[src/rtl/switch_debouncer_ce.sv]
// Multi-channel switch debouncer. Inputs are synchronized every clock; a level
// change is accepted only after par_stable_ticks consecutive agreeing tick samples.
module switch_debouncer_ce #(
    parameter int par_width        = 4,
    parameter int par_stable_ticks = 20
) (
    input  logic                 i_clk_mhz,
    input  logic                 i_rst_mhz,
    input  logic                 i_ce_div,
    input  logic [par_width-1:0] i_sw,
    output logic [par_width-1:0] o_sw_deb,
    output logic [par_width-1:0] o_sw_rise,
    output logic [par_width-1:0] o_sw_fall
);

    localparam int CNT_W = $clog2(par_stable_ticks + 1);
    localparam logic [CNT_W-1:0] CNT_ONE  = CNT_W'(1);
    localparam logic [CNT_W-1:0] CNT_LAST = CNT_W'(par_stable_ticks - 1);

    typedef enum logic [1:0] {
        ST_LOW,
        ST_PEND_HIGH,
        ST_HIGH,
        ST_PEND_LOW
    } state_t;

    logic [par_width-1:0] sync1_reg;
    logic [par_width-1:0] sync2_reg;
    logic [par_width-1:0] s_sync;

    // The synchronizer free-runs so the tick only decides when a sample counts.
    always_ff @(posedge i_clk_mhz) begin
        if (i_rst_mhz) begin
            sync1_reg <= '0;
            sync2_reg <= '0;
        end else begin
            sync1_reg <= i_sw;
            sync2_reg <= sync1_reg;
        end
    end

    assign s_sync = sync2_reg;

    generate
        for (genvar gi = 0; gi < par_width; gi++) begin : g_chan
            state_t           state_reg;
            logic [CNT_W-1:0] cnt_reg;
            logic             deb_reg;
            logic             rise_reg;
            logic             fall_reg;

            always_ff @(posedge i_clk_mhz) begin
                if (i_rst_mhz) begin
                    state_reg <= ST_LOW;
                    cnt_reg   <= '0;
                    deb_reg   <= 1'b0;
                    rise_reg  <= 1'b0;
                    fall_reg  <= 1'b0;
                end else begin
                    // Pulses default low so they last exactly one clock.
                    rise_reg <= 1'b0;
                    fall_reg <= 1'b0;
                    if (i_ce_div) begin
                        case (state_reg)
                            ST_LOW: begin
                                if (s_sync[gi]) begin
                                    state_reg <= ST_PEND_HIGH;
                                    cnt_reg   <= CNT_ONE;
                                end
                            end
                            ST_PEND_HIGH: begin
                                if (!s_sync[gi]) begin
                                    state_reg <= ST_LOW;
                                    cnt_reg   <= '0;
                                end else if (cnt_reg == CNT_LAST) begin
                                    state_reg <= ST_HIGH;
                                    cnt_reg   <= '0;
                                    deb_reg   <= 1'b1;
                                    rise_reg  <= 1'b1;
                                end else begin
                                    cnt_reg <= cnt_reg + CNT_ONE;
                                end
                            end
                            ST_HIGH: begin
                                if (!s_sync[gi]) begin
                                    state_reg <= ST_PEND_LOW;
                                    cnt_reg   <= CNT_ONE;
                                end
                            end
                            ST_PEND_LOW: begin
                                if (s_sync[gi]) begin
                                    state_reg <= ST_HIGH;
                                    cnt_reg   <= '0;
                                end else if (cnt_reg == CNT_LAST) begin
                                    state_reg <= ST_LOW;
                                    cnt_reg   <= '0;
                                    deb_reg   <= 1'b0;
                                    fall_reg  <= 1'b1;
                                end else begin
                                    cnt_reg <= cnt_reg + CNT_ONE;
                                end
                            end
                            default: begin
                                state_reg <= ST_LOW;
                                cnt_reg   <= '0;
                            end
                        endcase
                    end
                end
            end

            assign o_sw_deb[gi]  = deb_reg;
            assign o_sw_rise[gi] = rise_reg;
            assign o_sw_fall[gi] = fall_reg;
        end
    endgenerate

endmodule

[config.mk]
export PLATFORM = sky130hd
export DESIGN_NAME = switch_debouncer_ce
export DESIGN_NICKNAME = d
export VERILOG_FILES = /design/src/rtl/switch_debouncer_ce.sv
export SDC_FILE = /design/constraint.sdc
export NUM_CORES = 1
export LEC_CHECK = 0
export ABC_AREA = 1
export CORE_AREA = 3 3 62 87
export CTS_CLUSTER_DIAMETER = 120
export CTS_CLUSTER_SIZE = 24
export DETAILED_ROUTE_END_ITERATION = 16
export DIE_AREA = 0 0 65 90
export GPL_ROUTABILITY_DRIVEN = 0
export PLACE_DENSITY = 0.75
export SETUP_SLACK_MARGIN = 0.5
export SYNTH_ARGS = -nofsm -noshare
export SYNTH_HDL_FRONTEND = slang
export SYNTH_SLANG_ARGS = --single-unit
[constraint.sdc]
create_clock -name i_clk_mhz -period 1.6 [get_ports i_clk_mhz]
set_input_delay 0.32 -clock i_clk_mhz [delete_from_list [all_inputs] [get_ports i_clk_mhz]]
set_output_delay 0.32 -clock i_clk_mhz [all_outputs]
set_load 0.02 [all_outputs]
==> results_dict.tcl, run 1 <==
set metrics [dict create \
    status "finished, final reports clean" \
    place_inst 402 \
    internal_power_mw 1.63 \
    numCtsBuffers 5 \
    cts_tree "yes" \
    switching_share_pct 27.9 \
    clk_pin_slew_ns 0.10 \
    min_from "sync1_reg[0]" \
    drt_drc_violations_left 0 \
    cts_max_level 2 \
    avgRoutedWirePerCell_um 14.1 \
    yosys_warnings 0 \
    max_freq_ghz 0.781 \
    final_common_cell "nand2_1" \
    syn_area_um2 2290 \
    die_h_um 90 \
    final_nets 387 \
    report.power.total_mw 2.26 \
    crit_path_start_kind "flip-flop" \
    ys_seq_area_share_pct 42.0 \
    cts_root_buffer "clkbuf_8" \
    grt_max_degree 20 \
    finalCritPeriodShare_pct 80.0 \
    clock_power_share_pct 32.8 \
    crit_buf_inv 1 \
    ys_ff_latch 48 \
    cts_sinks 48 \
    crit_required_ns 1.81 \
    io_buffers 18 \
    maxCapViolCount 0 \
    p_leak_nw 1.33 \
    worstPathArrival_ns 1.49 \
    max_slew.worst_pin.slew_ns 0.314 \
    synth_cells 335 \
    cp_top_family "simple AND/OR/NAND/NOR gates" \
    fin_worst_skew_ns 0.0111 \
    final.min_clock_period_ns 1.28 \
    hpwl_um 3340 \
    antenna_found_initial 0 \
    drtAntennaViolNets 0 \
    die_x_um 65 \
    die_area_um2 5850 \
    overflow 0 \
    ios 19 \
    core.rowCount 29 \
    hp-class "reg -> reg" \
    drt_iter0_markers 239 \
    reg2reg_from "g_chan[1].cnt_reg[0]" \
    synth_fp_nets 346 \
    synth.distinct_cells 26 \
    powerDensity_nw_per_um2 687 \
    cts.path.max_buffers 2 \
    dr.max_layer_used "met4" \
    pwr-share-comb_pct 12.2 \
    drt-total-wl_um 6210 \
    rsz0062_at_grt "yes" \
    clkLatencyLatePin_ns 0.31 \
    rrSetupSlack_ns 0.32 \
    num_vias 2345 \
    wl_met1_um 2420 \
    min_path_cells 2 \
    vdd_ir_drop_max_mv 0.516 \
    first_global_vias 2151 \
    slew_violations 0 \
    n_antenna_cell 0 \
    syn_area_per_cell_um2 6.82 \
    wl_met3_um 238 \
    dr.pass1.iters 4 \
    pwr-share-seq_pct 55.0 \
    path_cells "ha_4 > nand2_2 > inv_2 > nand2_4 > nand2_2 > nand2_2 > nand2_2 > a21oi_2 > nor2_1" \
    design_area_um2 3290 \
    cts_hold_buffers 0 \
    switching_power_mw 0.632 \
    viasPerCell 5.34 \
    grt.total_usage_pct 19.2 \
    finalHoldViolations 0 \
    core_area_um2 4610 \
    placed_cell_area_um2 2510 \
    finalSetupViolations 0 \
    rr_worst_depth 9 \
    wl_met2_um 3390 \
    slowest_stage "dfxtp_4" \
    final_cells 439 \
    crit_top_cell "nand2_2" \
    largest_reg_flops 20 \
    post_route_cells_drive_above_1_share_pct 47.2 \
    grt_pass1_wl_um 9110 \
    syn_to_final_growth_pct 44.1 \
    start_util_pct 49.6 \
    cpPeakStageDelay_ns 0.37 \
    fin_util_pct 71.5 \
    path_max_fanout 6 \
    maxSlewHeadroom_pct 78.8 \
    path_class "reg -> reg" \
    layout_common_cells "nand2_1 (53), nor2_1 (39), inv_1 (30), buf_4 (30), nand2_2 (22)" \
    whs_endpoint "s_sync[0]" \
    cp-end-kind "flip-flop" \
]
## power by group through the flow
stage	clock (mW)	sequential [mW]	combinational [mW]
after floorplan	0	1.27	0.118
after global placement	0	1.28	0.158
after detailed placement	0	1.28	0.164
after CTS	0.750	1.25	0.218
after global routing	0.781	1.25	0.300
final	0.741	1.25	0.276
## cells in the mapped netlist
cell type | number | area share [%]
a21oi_1 | 22 | 4.8
a21oi_4 | 1 | 0.71
a31oi_1 | 2 | 0.55
and3_1 | 1 | 0.27
buf_1 | 1 | 0.16
buf_2 | 1 | 0.22
buf_4 | 12 | 3.9
clkbuf_1 | 2 | 0.33
clkinv_1 | 1 | 0.16
dfxtp_1 | 48 | 42
ha_1 | 4 | 2.2
inv_1 | 44 | 7.2
inv_2 | 1 | 0.16
nand2_1 | 88 | 14
nand2_2 | 2 | 0.55
nand3_1 | 25 | 5.5
nand4_1 | 3 | 0.82
nor2_1 | 48 | 7.9
nor2_4 | 1 | 0.49
nor3_1 | 4 | 0.88
nor4_1 | 5 | 1.4
o21ai_0 | 13 | 2.8
o21ai_4 | 1 | 0.71
o21bai_1 | 1 | 0.33
or2_0 | 1 | 0.27
xor2_1 | 3 | 1.1
## repair_timing
| item | CTS | global route |
|---|---|---|
| pin swaps | 17 | 36 |
| endpoints found under the setup margin | 52 | 50 |
| hold endpoints to repair | 0 | 0 |
| buffers inserted | 19 | 9 |
| gates cloned | 1 | 0 |
| resized for setup | 147 | 87 |
## cells by family (layout without fill, tap and decap cells)
logic type               after synthesis  after routing  share of synthesized area (%)
AO/OA/AOI/OAI                         40             41                           9.96
XOR/XNOR                               3              3                           1.15
adder cells (fa/ha/maj)                4              4                           2.19
buffers and inverters                 62            103                           12.2
flip-flops                            48             48                           42.0
AND/OR/NAND/NOR                      178            178                           32.5
## worst reg2reg max path, cell delays in order (launching register included)
cell and delay (ns):
dfxtp_4 0.37, ha_4 0.17, nand2_2 0.06, inv_2 0.04
nand2_4 0.11, nand2_2 0.07, nand2_2 0.08, nand2_2 0.06
a21oi_2 0.16, nor2_1 0.06
## routing by layer
layer	up-vias	track usage [%]
li1	1129	-
met1	1134	19.6
met2	68	36.0
met3	14	3.49
met4	0	9.35
met5	-	0
## final cells by class
type | count | area, um2
clock buffers | 6 | 72.6
clock inverters | 2 | 16.3
fillers | 343 | 1320
inverters | 46 | 183
multi-input cells | 226 | 1490
flip-flops and latches | 48 | 1030
well taps | 62 | 77.6
repair buffers | 49 | 427
## worst max path at each step
stage / start / to / slack, ns / cells past startpoint
final: g_chan[1].cnt_reg[0] / flip-flop / 0.32 / 9
after global routing: g_chan[1].cnt_reg[0] / flip-flop / 0.27 / 10
after CTS: g_chan[0].cnt_reg[1] / g_chan[0].deb_reg / 0.42 / 6
after detailed placement: i_ce_div / g_chan[0].cnt_reg[2] / -0.15 / 6
after global placement: i_ce_div / g_chan[2].cnt_reg[1] / -0.09 / 6
after floorplan: i_ce_div / g_chan[2].cnt_reg[1] / 0.50 / 6
## per-stage QoR
stage | TNS [ns] | setup WS (ns) | hold WS (ns)
3_5_place_dp | -3.06 | -0.151 | 0.402
2_1_floorplan | 0 | 0.501 | 0.388
4_1_cts | 0 | 0.417 | 0.408
6_report | 0 | 0.319 | 0.402
3_3_place_gp | -1.16 | -0.0905 | 0.396
5_1_grt | 0 | 0.267 | 0.431
Note: power is estimated with default switching activity, not from simulation.
==> run 2: changes to the inputs <==
--- a/config.mk
+++ b/config.mk
@@ -12,7 +12,7 @@
 export DETAILED_ROUTE_END_ITERATION = 16
 export DIE_AREA = 0 0 65 90
 export GPL_ROUTABILITY_DRIVEN = 0
-export PLACE_DENSITY = 0.75
+export PLACE_DENSITY = 0.77
 export SETUP_SLACK_MARGIN = 0.5
 export SYNTH_ARGS = -nofsm -noshare
 export SYNTH_HDL_FRONTEND = slang
==> constraint.sdc (replaced) <==
create_clock -name i_clk_mhz -period 1.1 [get_ports i_clk_mhz]
set_input_delay 0.22 -clock i_clk_mhz [delete_from_list [all_inputs] [get_ports i_clk_mhz]]
set_output_delay 0.22 -clock i_clk_mhz [all_outputs]
set_load 0.02 [all_outputs]
==> run 2 against run 1 <==
Net effect: the run now ends with negative setup slack left; worst hold slack gained 0.012 ns; fmax shrank 0.17%; clock skew grew 0.0022 ns; via count grew 6.2%; count of clock-buffer cells in the layout is the same; utilization grew 6.8 points; clock power grew 71%; first-iteration DRC count shrank 45%; sequential cell count is the same; total power grew 56%; largest power group unchanged.
==> results_dict.tcl, run 2 (synthesis gave the netlist of run 1 again) <==
set metrics [dict create \
    report.power.total_mw 3.54 \
    crit_top_cell "nand2_2" \
    cts.path.max_buffers 2 \
    finalSetupViolations 28 \
    cp_top_family "simple AND/OR/NAND/NOR gates" \
    grt_pass1_wl_um 9940 \
    path_cells "ha_4 > nand2_2 > inv_2 > nand2_4 > nand2_2 > nand2_2 > nand2_2 > nand3_2 > nand2_1 > nor2_1" \
    largest_reg_flops 20 \
    viasPerCell 5.30 \
    avgRoutedWirePerCell_um 14.6 \
    p_leak_nw 1.54 \
    final_common_cell "buf_4" \
    max_slew.worst_pin.slew_ns 0.324 \
    status "finished, violations left" \
    n_antenna_cell 0 \
    maxCapViolCount 0 \
    finalCritPeriodShare_pct 117 \
    num_vias 2491 \
    finalHoldViolations 0 \
    layout_common_cells "buf_4 (53), nand2_1 (52), nor2_1 (38), inv_1 (28), dfxtp_2 (25)" \
    syn_to_final_growth_pct 57.8 \
    cts_tree "yes" \
    fin_util_pct 78.3 \
    cp-end-kind "flip-flop" \
    path_class "reg -> reg" \
    crit_buf_inv 1 \
    overflow 0 \
    grt_max_degree 20 \
    hpwl_um 3520 \
    powerDensity_nw_per_um2 982 \
    vdd_ir_drop_max_mv 1.37 \
    internal_power_mw 2.64 \
    slew_violations 0 \
    core_area_um2 4610 \
    numCtsBuffers 5 \
    die_area_um2 5850 \
    antenna_found_initial 0 \
    io_buffers 18 \
    finalWorstSetupSlack_ns -0.183 \
    worstPathArrival_ns 1.49 \
    violations "negative setup slack" \
    ios 19 \
    crit_path_start_kind "flip-flop" \
    die_x_um 65 \
    drt_drc_violations_left 0 \
    place_inst 437 \
    drtAntennaViolNets 0 \
    slowest_stage "dfxtp_2" \
    hp-class "reg -> reg" \
    switching_power_mw 0.901 \
    post_route_cells_drive_above_1_share_pct 52.9 \
    cts_sinks 48 \
    cpPeakStageDelay_ns 0.36 \
    start_util_pct 49.6 \
    drt-total-wl_um 6880 \
    path_max_fanout 6 \
    final_cells 470 \
    crit_required_ns 1.31 \
    grt.total_usage_pct 21.3 \
    final_nets 418 \
    drt_iter0_markers 132 \
    whs_ns 0.414 \
    clock_power_share_pct 35.7 \
    clkLatencyLatePin_ns 0.31 \
    pwr-share-comb_pct 12.9 \
    final.min_clock_period_ns 1.28 \
    clk_pin_slew_ns 0.09 \
    max_freq_ghz 0.780 \
    maxSlewHeadroom_pct 78.4 \
    dr.pass1.iters 4 \
    cts_max_level 2 \
    die_h_um 90 \
    first_global_vias 2336 \
    switching_share_pct 25.4 \
    core.rowCount 29 \
    cts_root_buffer "clkbuf_8" \
    rsz0062_at_grt "yes" \
    pwr-share-seq_pct 51.3 \
    fin_worst_skew_ns 0.0133 \
]
## run 2: changes by cell type in the layout (fill, tap and decap cells not counted), moves of 5 or more
cell,previous run,this run
dfxtp_1,21,16
dfxtp_2,14,25
buf_6,13,21
dfxtp_4,13,7
buf_4,30,53
## run 2: per-stage QoR
step	TNS (ns)	worst slack [ns]	instance area [um2]
finish	-2.29	-0.183	3610
floorplan	0	0.00713	2520
detailed placement	-14.30	-0.439	2880
global route	-4.30	-0.228	3610
CTS	-0.878	-0.0972	3400
global placement	-13.36	-0.394	2880
## run 2: worst paths after layout
path | cells after the start | slack, ns | end | start
max | 10 | -0.18 | flip-flop | g_chan[1].cnt_reg[0]
min | 2 | 0.41 | s_sync[0] | sync1_reg[0]
max reg2reg | 10 | -0.18 | flip-flop | g_chan[1].cnt_reg[0]
min reg2reg | 2 | 0.41 | s_sync[0] | sync1_reg[0]
## run 2: final cells by class
type,count,area (um2)
Multi-Input combinational cell,226,1530
Sequential cell,48,1020
Fill cell,289,1000
Timing Repair Buffer,80,692
Inverter,46,185
Tap cell,62,77.6
Clock buffer,6,72.6
Clock inverter,2,35.0
## run 2: what timing repair did
item / CTS / global route
setup endpoints to repair: 60 / 53
pin swaps: 28 / 33
gates resized for setup: 162 / 40
hold buffers: 0 / 0
gates cloned: 1 / 0
setup buffers: 18 / 6
## run 2: power by group through the flow
stage	registers [mW]	clock network (mW)	logic, mW
6_report	1.82	1.27	0.458
5_1_grt	1.82	1.35	0.494
3_5_place_dp	1.86	0	0.310
2_1_floorplan	1.86	0	0.197
4_1_cts	1.81	1.27	0.393
3_3_place_gp	1.86	0	0.302
## run 2: worst reg2reg max path, stage by stage (launching register included)
cell and delay, ns:
dfxtp_2 0.36, ha_4 0.14, nand2_2 0.05, inv_2 0.06, nand2_4 0.09, nand2_2 0.11
nand2_2 0.06, nand2_2 0.10, nand3_2 0.09, nand2_1 0.08, nor2_1 0.05
## run 2: layer usage
metal / vias up / wire [um] / global-route usage (%) / share of wire, %
met1: 1199 / 2610 / 22.3 / 38
met2: 77 / 3820 / 40.3 / 55
met5: - / 0 / 0 / 0
li1: 1198 / - / - / -
met3: 17 / 280 / 4.11 / 4.1
met4: 0 / 176 / 8.11 / 2.6
==> run 3: changes to the inputs <==
--- a/config.mk
+++ b/config.mk
@@ -6,13 +6,12 @@
 export NUM_CORES = 1
 export LEC_CHECK = 0
 export ABC_AREA = 1
-export CORE_AREA = 3 3 62 87
+export CORE_AREA = 3 3 83 65
 export CTS_CLUSTER_DIAMETER = 120
 export CTS_CLUSTER_SIZE = 24
 export DETAILED_ROUTE_END_ITERATION = 16
-export DIE_AREA = 0 0 65 90
-export GPL_ROUTABILITY_DRIVEN = 0
-export PLACE_DENSITY = 0.77
+export DIE_AREA = 0 0 86 68
+export PLACE_DENSITY = 0.78
 export SETUP_SLACK_MARGIN = 0.5
 export SYNTH_ARGS = -nofsm -noshare
 export SYNTH_HDL_FRONTEND = slang
==> run 3 against run 2 <==
Net effect: the run still ends with negative setup slack left; register-to-register slack got worse by 0.03 ns; worst hold slack worse by 0.015 ns; clock power grew 4%; utilization rose by 1.8 points; via count rose by 0.96%; sequential cell count stayed put; design area up 0.87%; sequential power hardly changed; wire length is 7.9% higher; combinational power about the same; die area hardly changed; critical path depth decreased by 4.
==> results_dict.tcl, run 3 (synthesis gave the netlist of run 1 again) <==
set metrics [dict create \
    cts_tree "yes" \
    overflow 0 \
    largest_reg_flops 20 \
    cts_sinks 48 \
    drt-total-wl_um 7430 \
    min_from "sync1_reg[1]" \
    status "finished, violations left" \
    p_leak_nw 1.56 \
    start_util_pct 50.3 \
    grt_pass1_wl_um 10800 \
    final.min_clock_period_ns 1.31 \
    final_common_cell "buf_4" \
    powerDensity_nw_per_um2 987 \
    clk_pin_slew_ns 0.10 \
    viasPerCell 5.41 \
    routabilityCongestion 0.835 \
    numCtsBuffers 5 \
    die_x_um 86 \
    tns_ns -3.27 \
    drt_drc_violations_left 0 \
    path_max_fanout 4 \
    die_area_um2 5850 \
    fin_worst_skew_ns 0.00841 \
    design_area_um2 3640 \
    final_cells 465 \
    cp.depth 6 \
    first_global_vias 2355 \
    num_vias 2515 \
    clkLatencyLatePin_ns 0.31 \
    avgRoutedWirePerCell_um 16.0 \
    core_area_um2 4550 \
    whs_ns 0.399 \
    rsz0062_at_grt "yes" \
    cp_top_family "simple AND/OR/NAND/NOR gates" \
    slowest_stage "dfxtp_2" \
    hpwl_um 3790 \
    syn_to_final_growth_pct 59.2 \
    fin_util_pct 80.0 \
    n_antenna_cell 0 \
    violations "negative setup slack" \
    cts_root_buffer "clkbuf_8" \
    ios 19 \
    maxSlewHeadroom_pct 79.0 \
    cts.path.max_buffers 2 \
    path_cells "ha_4 > nand4_1 > nand3_2 > nand2_2 > nand2_1 > a21oi_1" \
    hp-class "reg -> reg" \
    finalWorstSetupSlack_ns -0.208 \
    grt.total_usage_pct 23.7 \
    cp-startpoint "g_chan[0].cnt_reg[1]" \
    grt_max_degree 20 \
    cp-end-kind "flip-flop" \
    dr.pass1.iters 7 \
    maxCapViolCount 0 \
    max_freq_ghz 0.765 \
    core.rowCount 21 \
    crit_buf_inv 0 \
    finalSetupViolations 34 \
    drt_iter0_markers 181 \
    die_h_um 68 \
    rr_worst_depth 6 \
    reg2reg_from "g_chan[0].cnt_reg[1]" \
    max_slew.worst_pin.slew_ns 0.314 \
    io_buffers 18 \
    report.power.total_mw 3.59 \
    vdd_ir_drop_max_mv 0.959 \
    antenna_found_initial 0 \
    layout_common_cells "buf_4 (57), nand2_1 (49), nor2_1 (38), inv_1 (29), dfxtp_2 (24)" \
    crit_required_ns 1.34 \
    worstPathArrival_ns 1.55 \
    placed_cell_area_um2 2910 \
    slew_violations 0 \
    finalHoldViolations 0 \
    place_inst 438 \
    cts_hold_buffers 0 \
    drtAntennaViolNets 0 \
    cpPeakStageDelay_ns 0.35 \
    final_nets 418 \
    pre_cts_ws_ns -0.453 \
    path_class "reg -> reg" \
    finalCritPeriodShare_pct 119 \
    cts_max_level 2 \
    post_route_cells_drive_above_1_share_pct 55.1 \
    crit_path_start_kind "flip-flop" \
    min_path_cells 2 \
]
[run 3: changes by cell type in the layout (fill, tap and decap cells not counted), moves of 2 or more]
cell	previous run	this run
buf_4	53	57
nand2_4	17	20
o21ai_1	4	7
nand2_1	52	49
o21ai_0	6	4
buf_6	21	17
a21oi_2	9	14
a21oi_1	13	8
[run 3: final cells by class]
type                       count  area (um2)
clock buffer                   5        68.8
timing repair buffer          80         677
multi-input combinational    226        1570
sequential                    48        1020
fill                         259         907
clock inverter                 3        41.3
inverter                      46         186
tap                           57        71.3
[run 3: power by group]
part / leakage [nW] / internal, mW / switching, mW / total, mW
Combinational: 1.10 / 0.188 / 0.269 / 0.457
Sequential: 0.407 / 1.77 / 0.0497 / 1.82
Clock: 0.0585 / 0.676 / 0.640 / 1.32
Total: 1.56 / 2.63 / 0.960 / 3.59
[run 3: worst reg2reg max path, delay by kind of cell, from the launching register on]
family | cells | cell delay, ns
compound gates | 1 | 0.16
flops | 1 | 0.35
fa+ha+maj | 1 | 0.16
simple gates | 4 | 0.57
[run 3: path summary, 6_finish.rpt]
path	endpoint	slack, ns
setup reg to reg	g_chan[0].state_reg[0]	-0.21
hold reg to reg	s_sync[1]	0.40
hold / removal	s_sync[1]	0.40
setup / recovery	g_chan[0].state_reg[0]	-0.21
[run 3: layer usage]
metal	GRT usage (%)	vias to the layer above	wire, um
met5	0	-	0
met4	10.9	0	236
met3	3.97	28	493
met2	41.6	124	3700
met1	28.8	1169	3000
li1	-	1194	-
[run 3: timing repair]
item	CTS	global route
setup endpoints to repair	60	60
buffers inserted	13	5
resized for setup	160	52
pin swaps	28	26
cloned	1	0
